## src/rtl/serial_pkg.sv

```systemverilog
// Shared types for the serial "001" path.
// Used by the serializer and the detector bench.
package serial_pkg;

    typedef enum logic [1:0] {
        IDLE  = 2'd0,
        SHIFT = 2'd1,
        GAP   = 2'd2
    } state_t;

    localparam logic IDLE_LEVEL = 1'b1;

endpackage

```

## src/rtl/piso_shreg.sv

```systemverilog
// Load/shift register, MSB is the serial output.
// The vacated LSB end is refilled with the fill bit.
module piso_shreg
    import serial_pkg::*;
#(
    parameter int   WIDTH = 8,
    parameter logic FILL  = IDLE_LEVEL
) (
    input  logic             clk,
    input  logic             reset,
    input  logic             i_load,
    input  logic             i_shift,
    input  logic [WIDTH-1:0] i_d,
    output logic             o_q
);

    logic [WIDTH-1:0] r_sh;

    // Parallel load wins over shift; reset fills with idle level.
    always_ff @(posedge clk or posedge reset) begin
        if (reset) begin
            r_sh <= {WIDTH{FILL}};
        end else if (i_load) begin
            r_sh <= i_d;
        end else if (i_shift) begin
            r_sh <= {r_sh[WIDTH-2:0], FILL};
        end
    end

    assign o_q = r_sh[WIDTH-1];

endmodule

```

## src/rtl/piso_bit_serializer.sv

```systemverilog
// Parallel-in/serial-out feeder for the "001" detector.
// Valid/ready word intake, one registered bit per clock.
module piso_bit_serializer
    import serial_pkg::*;
#(
    parameter int   WIDTH      = 8,
    parameter bit   MSB_FIRST  = 1'b1,
    parameter logic IDLE_BIT   = IDLE_LEVEL,
    parameter int   GAP_CYCLES = 0
) (
    input  logic             clk,
    input  logic             reset,
    input  logic [WIDTH-1:0] din,
    input  logic             din_valid,
    output logic             din_ready,
    output logic             bit_out,
    output logic             bit_valid,
    output logic             word_done,
    output logic             busy
);

    localparam int CW = $clog2(WIDTH);
    localparam logic [CW-1:0] LAST_IDX = CW'(WIDTH - 1);
    localparam logic [3:0] GAP_INIT = 4'(GAP_CYCLES - 1);

    state_t        r_state;
    state_t        w_state_nxt;
    logic [CW-1:0] r_bitcnt;
    logic [CW-1:0] w_bitcnt_nxt;
    logic [3:0]    r_gapcnt;
    logic [3:0]    w_gapcnt_nxt;
    logic          r_bit_valid;
    logic          r_word_done;
    logic          w_ready;
    logic          w_load;
    logic          w_shift;
    logic [WIDTH-1:0] w_word;

    // Present the word so its first bit sits at the MSB of the shifter.
    always_comb begin
        w_word = din;
        if (!MSB_FIRST) begin
            for (int i = 0; i < WIDTH; i++) begin
                w_word[i] = din[WIDTH-1-i];
            end
        end
    end

    // Next-state, counters and handshake for IDLE/SHIFT/GAP.
    always_comb begin
        w_state_nxt  = r_state;
        w_bitcnt_nxt = r_bitcnt;
        w_gapcnt_nxt = r_gapcnt;
        w_ready      = 1'b0;
        w_load       = 1'b0;
        w_shift      = 1'b0;
        unique case (r_state)
            IDLE: begin
                w_ready = 1'b1;
                if (din_valid) begin
                    w_load       = 1'b1;
                    w_bitcnt_nxt = LAST_IDX;
                    w_state_nxt  = SHIFT;
                end
            end
            SHIFT: begin
                if (r_bitcnt != '0) begin
                    w_shift      = 1'b1;
                    w_bitcnt_nxt = r_bitcnt - 1'b1;
                end else if (GAP_CYCLES > 0) begin
                    w_shift      = 1'b1;
                    w_gapcnt_nxt = GAP_INIT;
                    w_state_nxt  = GAP;
                end else begin
                    w_ready = 1'b1;
                    if (din_valid) begin
                        w_load       = 1'b1;
                        w_bitcnt_nxt = LAST_IDX;
                    end else begin
                        w_shift     = 1'b1;
                        w_state_nxt = IDLE;
                    end
                end
            end
            GAP: begin
                // The IDLE handshake cycle is the last idle-level cycle.
                if (r_gapcnt <= 4'd1) begin
                    w_gapcnt_nxt = '0;
                    w_state_nxt  = IDLE;
                end else begin
                    w_gapcnt_nxt = r_gapcnt - 4'd1;
                end
            end
            default: begin
                w_state_nxt = IDLE;
            end
        endcase
    end

    // State, counters and registered bit qualifiers.
    always_ff @(posedge clk or posedge reset) begin
        if (reset) begin
            r_state     <= IDLE;
            r_bitcnt    <= '0;
            r_gapcnt    <= '0;
            r_bit_valid <= 1'b0;
            r_word_done <= 1'b0;
        end else begin
            r_state     <= w_state_nxt;
            r_bitcnt    <= w_bitcnt_nxt;
            r_gapcnt    <= w_gapcnt_nxt;
            r_bit_valid <= (w_state_nxt == SHIFT);
            r_word_done <= (w_state_nxt == SHIFT) &&
                           (w_bitcnt_nxt == '0);
        end
    end

    piso_shreg #(
        .WIDTH (WIDTH),
        .FILL  (IDLE_BIT)
    ) u_shreg (
        .clk     (clk),
        .reset   (reset),
        .i_load  (w_load),
        .i_shift (w_shift),
        .i_d     (w_word),
        .o_q     (bit_out)
    );

    assign din_ready = w_ready & ~reset;
    assign bit_valid = r_bit_valid;
    assign word_done = r_word_done;
    assign busy      = (r_state != IDLE);

endmodule

```

## config.mk

```make
export PLATFORM = sky130hd
export DESIGN_NAME = piso_bit_serializer
export DESIGN_NICKNAME = d
export VERILOG_FILES = /design/src/rtl/serial_pkg.sv /design/src/rtl/piso_shreg.sv /design/src/rtl/piso_bit_serializer.sv
export SDC_FILE = /design/constraint.sdc
export NUM_CORES = 1
export LEC_CHECK = 0
export BUFFER_PORTS_ARGS = -buffer_cell sky130_fd_sc_hd__buf_4
export CAP_MARGIN = 20
export CORE_ASPECT_RATIO = 1.2
export CORE_MARGIN = 2
export CORE_UTILIZATION = 54
export CTS_CLUSTER_DIAMETER = 60
export DETAILED_ROUTE_END_ITERATION = 16
export GPL_ROUTABILITY_DRIVEN = 1
export HOLD_SLACK_MARGIN = 0.08
export PLACE_DENSITY = 0.76
export REMOVE_ABC_BUFFERS = 1
export SYNTH_ARGS = -nofsm -noshare
export SYNTH_HDL_FRONTEND = slang
export SYNTH_SLANG_ARGS = --single-unit
```

## constraint.sdc

```tcl
create_clock -name clk -period 2.3 [get_ports clk]
set_clock_uncertainty 0.05 [all_clocks]
set_input_delay 0.575 -clock clk [delete_from_list [all_inputs] [get_ports clk]]
set_output_delay 0.575 -clock clk [all_outputs]
set_load 0.01 [all_outputs]
```

==> flow_summary.toml <==
[outcome]
outcome = "completed"

[clocking]
post_cts_buffers = 0
cts_inserted_buffers = 3
numClockSinks = 19
path_clk_slew_ns = 0.11
cts_root_buf = "clkbuf_4"
cts_hold_buf = 0
insertion_delay_ns = 0.29
cts_resized = 0
tritoncts = "yes"
clk_path_buf_depth = 2
h-tree-depth = 1

[detailed_routing]
viasPerCell = 5.84
wire_per_inst_um = 14.1
dr.first_iter.drc_count = 6
num_vias = 788
drc = 0
ant_nets = 0
drtPass1Iterations = 4
wl_um = 1900

[sta]
clock.fmax_mhz = 457
setup_viol_count_final = 0
post-route-period-util_pct = 95.1
hold_violations = 0
tightest_slew_ns = 0.695
tns_ns = 0
slew_violations = 0
post-route-min-period_ns = 2.19
rsz0062_at_grt = "no"
maxSlewHeadroom_pct = 53.6

[synth]
syn_area_per_cell_um2 = 10.4
synth-main-ff-cell = "dfrtp_1"
synth-seq-cells = 19
synth_common_cells = "inv_1, dfrtp_1, nand2_1"
synth-edff-count = 0
yosysMostFrequentCell = "inv_1"
synthCells = 100
ys_seq_area_share_pct = 46.5
ys_warn_count = 0
synthTopCellsByArea = "dfrtp_1, dfstp_2, o211ai_2"
synthDistinctLibCells = 35
synth_top_area_share_pct = 26.3
async_reset_ff_share_pct = 100
syn_area_um2 = 1040
synth_top_area_cell = "dfrtp_1"

[finish]
nFillCells = 153
stdcell_count = 135
drive_gt1_share_pct = 36.2
nets = 132
seq_area_um2 = 485
antennaDiodeCount = 0
area_growth_pct = 14.9
final_cell_area_um2 = 1200
multi_input_area_um2 = 488

[worst_setup_path]
path_max_fanout = 13
cp.arrival_ns = 1.56
worst_r2r_path_depth = 5
rrSetupSlack_ns = 0.74
critPathBufInv = 2
setup.worst_path.start = "r_bitcnt[0]"
cpPeakStageDelay_ns = 0.43
critPathSlowestCell = "dfrtp_1"
crit_chain = "inv_1 -> ha_2 -> nand2b_4 -> a211oi_2 -> buf_4"
timing.rr.start = "r_bitcnt[0]"
timing.rr.end = "u_shreg.r_sh[0]"
cp-start-kind = "flip-flop"
worstPathRequired_ns = 1.67
cp_num_cells = 5
cp_top_family = "flip-flops"
worstSetupEndpointType = "output port"
cp-endpoint = "din_ready"
crit_type = "flip-flop to output port"

[place]
numPortBuffers = 15
gp_congestion = 0.779
hpwl_um = 1390
place_area_um2 = 1170
placed_cells = 131

[floorplan]
rows = 17
core_um2 = 1830
die-area_um2 = 2300
fp.dieH_um = 52.2
ioPinCount = 16
start_util_pct = 57.1
fp.dieW_um = 44.2

[power_and_ir_drop]
power.total_mw = 1.19
vdd_ir_drop_max_v = 0.000575
leakagePower_nw = 0.576
p_per_area_nw_per_um2 = 995

[grt]
antenna_found_initial = 0
overflow = 0
grt_max_degree = 20
grt_pass1_vias = 769
grt_pass1_wl_um = 3230
gr-usage-all-layers_pct = 18.9

[min_path]
hold_class = "primary input to asynchronous set/reset pin"

[job]
cap_violations = 0
routing by layer:
| layer | track usage [%] | wire (µm) | vias up |
|---|---|---|---|
| met1 | 21.5 | 825 | 391 |
| li1 | - | - | 386 |
| met5 | 0 | 0 | - |
| met4 | 9.09 | 13 | 0 |
| met3 | 2.07 | 53 | 2 |
| met2 | 34.3 | 1010 | 9 |
state kept, by name, indices dropped and copies added (netlist names):
signal / cells
u_shreg.r_sh: 8
r_gapcnt: 4
r_bitcnt: 3
r_state: 2
bit_valid: 1
word_done: 1
layout by cell type (no fill, tap or decap), types with 2 or more instances in the layout:
master     Yosys  routed
inv_1         16      16
buf_4          0      15
dfrtp_1       11      11
nand2_1        9       9
dfstp_2        8       8
o2111ai_1      7       7
o211ai_2       7       7
nor2_1         3       3
o21ai_0        3       3
ha_1           4       3
clkbuf_4       0       3
and2b_1        2       2
nand2b_1       2       2
o21ai_1        2       2
power breakdown:
| group | total (mW) | internal [mW] | switching, mW | leakage [nW] |
|---|---|---|---|---|
| clock network | 0.167 | 0.0674 | 0.100 | 0.0150 |
| logic | 0.470 | 0.239 | 0.230 | 0.341 |
| registers | 0.557 | 0.479 | 0.0776 | 0.220 |
| total | 1.19 | 0.786 | 0.408 | 0.576 |
through the flow:
step / hold slack (ns) / util [%] / worst slack [ns]
after floorplan: 0.390 / - / 0.509
after global placement: 0.405 / 63.7 / 0.471
after detailed placement: 0.416 / 63.7 / 0.435
after CTS: 0.362 / 65.2 / 0.0438
after global routing: 0.404 / 65.6 / 0.00146
final: 0.342 / 65.6 / 0.112
logic make-up after synthesis:
| group | synth area share [%] |
|---|---|
| compound gates | 25.6 |
| simple gates | 13.5 |
| flops | 46.5 |
| buf+inv | 7.54 |
| fa+ha+maj | 4.79 |
| mux | 2.04 |
how the worst min path moves through the flow:
stage,to,slack (ns)
detailed placement,u_shreg.r_sh[0],0.42
global placement,u_shreg.r_sh[0],0.41
finish,r_bitcnt[1],0.34
global route,r_bitcnt[1],0.40
CTS,r_bitcnt[1],0.36
floorplan,u_shreg.r_sh[0],0.39
worst register-to-register path, stage by stage (launching register included):
cell and delay [ns]:
dfrtp_1 0.43, inv_1 0.10, ha_2 0.21, nand2b_4 0.12, a211o_4 0.43, a2bb2oi_1 0.15
cell type report:
class / instances / share of cell area [%]
multi-input cells: 61 / 40.7
flip-flops and latches: 19 / 40.5
repair buffers: 15 / 9.38
inverters: 17 / 5.32
clock buffers: 4 / 2.19
well taps: 19 / 1.98
(Power assumes the default switching activity.)
